### src/rtl/spi_reg_controller.sv
// spi_reg_controller: frames SPI byte traffic on chip-select, decodes a read/write
// command byte and sequences auto-incrementing accesses to an 8-entry register bank.
`default_nettype none

module spi_reg_controller #(
  parameter logic [7:0] ID_BYTE     = 8'h5A,
  parameter logic [7:0] STATUS_BYTE = 8'hA5
) (
  input  logic        clk_25mhz,
  input  logic        reset,
  input  logic        ssel,
  input  logic        byte_received,
  input  logic [7:0]  received_data,
  input  logic        data_needed,
  output logic [7:0]  data_to_send,
  output logic [7:0]  led,
  output logic [39:0] cfg
);

  typedef enum logic [1:0] {
    ST_IDLE = 2'd0,
    ST_CMD  = 2'd1,
    ST_WR   = 2'd2,
    ST_RD   = 2'd3
  } state_t;

  state_t          state_q;
  logic            ssel_meta_q;
  logic            ssel_s_q;
  logic            ssel_prev_q;
  logic [1:0]      sync_vld_q;
  logic [2:0]      ptr_q;
  logic [7:0]      frame_cnt_q;
  logic [5:0][7:0] regs_q;
  logic [7:0]      data_to_send_q;

  logic            ssel_fall;
  logic            ssel_rise;
  logic [2:0]      rd_addr_d;
  logic [7:0]      rd_data_d;

  // The edge detector only trusts ssel_s once real samples have flushed the
  // reset value; otherwise a chip-select held low across reset would look like
  // a fresh frame start and the rest of the interrupted frame would be decoded.
  always_ff @(posedge clk_25mhz or posedge reset) begin
    if (reset) begin
      ssel_meta_q <= 1'b1;
      ssel_s_q    <= 1'b1;
      sync_vld_q  <= 2'b00;
      ssel_prev_q <= 1'b0;
    end else begin
      ssel_meta_q <= ssel;
      ssel_s_q    <= ssel_meta_q;
      sync_vld_q  <= {sync_vld_q[0], 1'b1};
      ssel_prev_q <= sync_vld_q[1] ? ssel_s_q : 1'b0;
    end
  end

  assign ssel_fall = ssel_prev_q & ~ssel_s_q;
  assign ssel_rise = ~ssel_prev_q & ssel_s_q;

  // In CMD a read can be decoded and served in the same cycle, so the address
  // comes straight from the incoming command byte.
  always_comb begin
    rd_addr_d = (state_q == ST_CMD) ? received_data[2:0] : ptr_q;
    case (rd_addr_d)
      3'd6:    rd_data_d = frame_cnt_q;
      3'd7:    rd_data_d = ID_BYTE;
      default: rd_data_d = regs_q[rd_addr_d];
    endcase
  end

  always_ff @(posedge clk_25mhz or posedge reset) begin
    if (reset) begin
      state_q        <= ST_IDLE;
      ptr_q          <= 3'd0;
      frame_cnt_q    <= 8'h00;
      regs_q         <= '0;
      data_to_send_q <= 8'h00;
    end else if (ssel_rise) begin
      if (state_q == ST_WR || state_q == ST_RD) begin
        frame_cnt_q <= frame_cnt_q + 8'd1;
      end
      state_q <= ST_IDLE;
    end else begin
      case (state_q)
        ST_IDLE: begin
          if (ssel_fall) begin
            state_q <= ST_CMD;
          end
        end
        ST_CMD: begin
          if (byte_received) begin
            ptr_q   <= received_data[2:0];
            state_q <= received_data[7] ? ST_WR : ST_RD;
          end
          if (data_needed) begin
            if (byte_received && !received_data[7]) begin
              data_to_send_q <= rd_data_d;
              ptr_q          <= received_data[2:0] + 3'd1;
            end else begin
              data_to_send_q <= STATUS_BYTE;
            end
          end
        end
        ST_WR: begin
          if (byte_received) begin
            if (ptr_q < 3'd6) begin
              regs_q[ptr_q] <= received_data;
            end
            ptr_q <= ptr_q + 3'd1;
          end
          if (data_needed) begin
            data_to_send_q <= STATUS_BYTE;
          end
        end
        ST_RD: begin
          if (data_needed) begin
            data_to_send_q <= rd_data_d;
            ptr_q          <= ptr_q + 3'd1;
          end
        end
        default: state_q <= ST_IDLE;
      endcase
    end
  end

  assign data_to_send = data_to_send_q;
  assign led          = regs_q[0];
  assign cfg          = {regs_q[5], regs_q[4], regs_q[3], regs_q[2], regs_q[1]};

endmodule

`default_nettype wire

### config.mk
export PLATFORM = sky130hd
export DESIGN_NAME = spi_reg_controller
export DESIGN_NICKNAME = d
export VERILOG_FILES = /design/src/rtl/spi_reg_controller.sv
export SDC_FILE = /design/constraint.sdc
export NUM_CORES = 1
export LEC_CHECK = 0
export CORE_UTILIZATION = 47
export CTS_CLUSTER_SIZE = 8
export DETAILED_ROUTE_END_ITERATION = 8
export PLACE_DENSITY = 0.76
export SLEW_MARGIN = 20
export SYNTH_ARGS = -nofsm -noshare
export SYNTH_HDL_FRONTEND = slang
export SYNTH_SLANG_ARGS = --single-unit
### constraint.sdc
create_clock -name clk_25mhz -period 2.15 [get_ports clk_25mhz]
set_input_delay 0.43 -clock clk_25mhz [delete_from_list [all_inputs] [get_ports clk_25mhz]]
set_output_delay 0.43 -clock clk_25mhz [all_outputs]
set_load 0.03 [all_outputs]
==> impl_metrics.json <==
{
  "status": "finished clean",
  "yosys.area.top_type_share_pct": 50.0,
  "gr-total-overflow": 0,
  "syn_area_per_cell_um2": 12.6,
  "setup_violations": 0,
  "ioPinCount": 69,
  "power.total_uw": 6230,
  "critical_path_class": "flip-flop to flip-flop",
  "ant_nets": 0,
  "postCtsSetupRepairBufs": 0,
  "worstPathArrival_ps": 2140,
  "syn-instance-count": 285,
  "dpl.hpwl_um": 6260,
  "critPathBufInv": 0,
  "p_per_area_nw_per_um2": 1320,
  "wl_um": 8740,
  "r2r_end": "frame_cnt_q[7]",
  "critPathMostFrequentCell": "and3_1",
  "ys_ff_latch": 74,
  "drive_gt1_share_pct": 30.8,
  "cp-end-kind": "flip-flop",
  "cap_violations": 0,
  "finalSetupTns_ps": 0,
  "hold_viol_final": 0,
  "yosysMostFrequentCell": "dfrtp_1",
  "syn-num-nets": 302,
  "port_buffers": 68,
  "gp_congestion": 0.873,
  "wire_per_inst_um": 18.2,
  "r2r_slack_ps": 240,
  "synth_top_flop_cell": "dfrtp_1",
  "worst_setup_path_start_kind": "flip-flop",
  "place_ws_ps": -26.7,
  "fill_cells": 553,
  "synth_warnings": 0,
  "dieArea_um2": 8020,
  "synth.distinct_cells": 50,
  "netlist_area_um2": 3600,
  "num_vias": 2595,
  "num_rows": 31,
  "reg2regPathDepth": 6,
  "cts_sinks": 74,
  "routed_via_density": 5.42,
  "first_pass_iters": 4,
  "worst_slew_margin_rel_pct": 58.6,
  "final_cell_area_um2": 4710,
  "syn_to_final_growth_pct": 30.8,
  "synthArstFlopShare_pct": 100,
  "nNetsFinal": 392,
  "fin_cells": 479,
  "ys_seq_area_share_pct": 51.5,
  "r2r-start": "ssel_s_q",
  "yosys.area.top_type": "dfrtp_1",
  "htree_levels": 3,
  "cts_tree": "done",
  "peakVddDrop_mv": 0.809,
  "min_path_type": "flip-flop to flip-flop",
  "path_cells": "ha_1, and3_1, and3_1, and3_1, nand3_1, xnor2_1",
  "start_util_pct": 49.2,
  "path_max_fanout": 10,
  "die_y_um": 89.6,
  "placed_cell_area_um2": 4550,
  "clk_latency_ps": 340,
  "maxSlewViolCount": 0,
  "grt_pass1_vias": 2573,
  "critPathRequiredTime_ps": 2380,
  "fp.coreArea_um2": 7330,
  "fmax_mhz": 523,
  "path_clk_slew_ps": 80,
  "dp.cells": 463,
  "hold_path_end": "ssel_s_q",
  "synthTopCellsByArea": "dfrtp_1 50%, mux2_2 19%, mux2i_1 3.6%",
  "ctsHoldBuffers": 0,
  "tightestPinTransition_ps": 614,
  "antenna_found_initial": 0,
  "p_leak_uw": 0.00217,
  "cts_buffer_depth": 2,
  "min_period_ps": 1910,
  "post-route-drc-count": 0,
  "ys_top_cells_by_count": "72 x dfrtp_1, 61 x mux2_2, 15 x nand2_1, 13 x mux2i_1, 11 x nor2_1",
  "cp_top_family": "simple AND/OR/NAND/NOR gates",
  "hold_path_startpoint": "ssel_meta_q",
  "grtUsageTotal_pct": 23.8,
  "min_period_over_period_pct": 89.0,
  "critPathSlowestCell": "dfstp_2",
  "synth-edff-count": 0,
  "grt_start_max_net_pins": 29,
  "critical-path-max-stage-delay_ps": 530,
  "worst_clock_skew_ps": 10.2,
  "drt-initial-drc-count": 202,
  "cts_resized": 0,
  "cts_root_buf": "clkbuf_8",
  "die_w_um": 89.6,
  "grt_pass1_wl_um": 13900,
  "hold_path_depth": 0,
  "rsz0062_at_grt": "no",
  "n_antenna_cell": 0,
  "cts_made_buffers": 9,
  "fin_ws_ps": 236
}
-- power breakdown --
group	leakage, µW	total, µW	switching [µW]	internal (µW)
Clock	0.0000831	929	513	416
Sequential	0.000971	2300	460	1840
Combinational	0.00112	3000	1570	1430
-- cell families (layout without fill, tap and decap cells) --
kind of cell               Yosys count  in the layout  share of synthesized area, %
buffers and inverters               21            116                          3.19
muxes                               79             79                          25.1
other                                1              1                         0.104
DFF                                 74             74                          51.5
and+or+nand+nor                     59             59                          8.44
xor gates and xnor gates             9              9                          2.19
adders and majority gates            4              4                          1.39
AOI/OAI and AO/OA                   38             38                          8.09
-- worst max path at each step --
stage                startpoint              end  slack (ps)  cells past startpoint
2_1_floorplan        state_q[0]  data_to_send[7]         260                      7
3_3_place_gp   received_data[0]  data_to_send[4]         -10                      6
3_5_place_dp   received_data[0]  data_to_send[4]         -30                      6
4_1_cts              state_q[0]  data_to_send[4]         240                      6
5_1_grt             ssel_prev_q          cfg[29]         140                      7
6_report               ssel_s_q   frame_cnt_q[7]         240                      6
-- placed cells by master, fill, tap and decap left out, types with 2 or more instances in the layout --
cell type	n
xnor2_1	5
nor2b_1	5
and2_1	2
a31oi_1	2
clkdlybuf4s50_1	68
buf_4	23
dfstp_2	2
nand2_1	15
mux2i_1	13
clkbuf_1	2
nor2_1	11
o211ai_1	2
o21a_1	2
and3_1	5
a2bb2oi_1	2
buf_12	3
mux2_2	61
o221ai_1	4
clkinvlp_4	2
xor2_1	4
o22ai_1	5
nand3_1	7
o21ai_0	2
clkinv_2	3
ha_1	4
clkbuf_8	9
a21oi_1	4
dfrtp_1	72
nor3_1	3
nand2b_1	4
o221a_2	3
nand4_1	2
nor2_2	2
inv_1	5
o21ai_1	4
-- layer usage --
layer | share of wire (%) | wire length (µm) | track usage [%]
met5 | 0 | 0 | 0
met4 | 0.95 | 83 | 7.07
met3 | 4.1 | 358 | 3.51
met2 | 46 | 4050 | 35.6
met1 | 49 | 4240 | 35.7
-- worst register-to-register path: cells and delay by family, from the launching register on --
| family | cells | cell delay (ps) |
|---|---|---|
| xor+xnor | 1 | 150 |
| fa+ha+maj | 1 | 370 |
| flops | 1 | 530 |
| simple gates | 4 | 750 |
-- sequential cells by signal, indices dropped and copies added, names as in the netlist --
signal / count
cfg: 40
data_to_send: 8
frame_cnt_q: 8
led: 8
ptr_q: 3
state_q: 2
sync_vld_q: 2
ssel_meta_q: 1
ssel_prev_q: 1
ssel_s_q: 1
-- area by class of cell --
cell class | instances | area (µm²) | share of cell area (%)
repair buffers | 94 | 913 | 19.4
flip-flops and latches | 74 | 1850 | 39.3
clock buffers | 11 | 131 | 2.79
well taps | 99 | 124 | 2.63
inverters | 6 | 26.3 | 0.557
clock inverters | 5 | 31.3 | 0.663
multi-input cells | 190 | 1630 | 34.7
-- through the flow --
step | utilization, % | hold WS, ps
2_1_floorplan | - | 331
3_3_place_gp | 62.1 | 334
3_5_place_dp | 62.1 | 343
4_1_cts | 64.3 | 359
5_1_grt | 64.3 | 366
6_report | 64.3 | 358
Power figures use the tool's default switching activity.
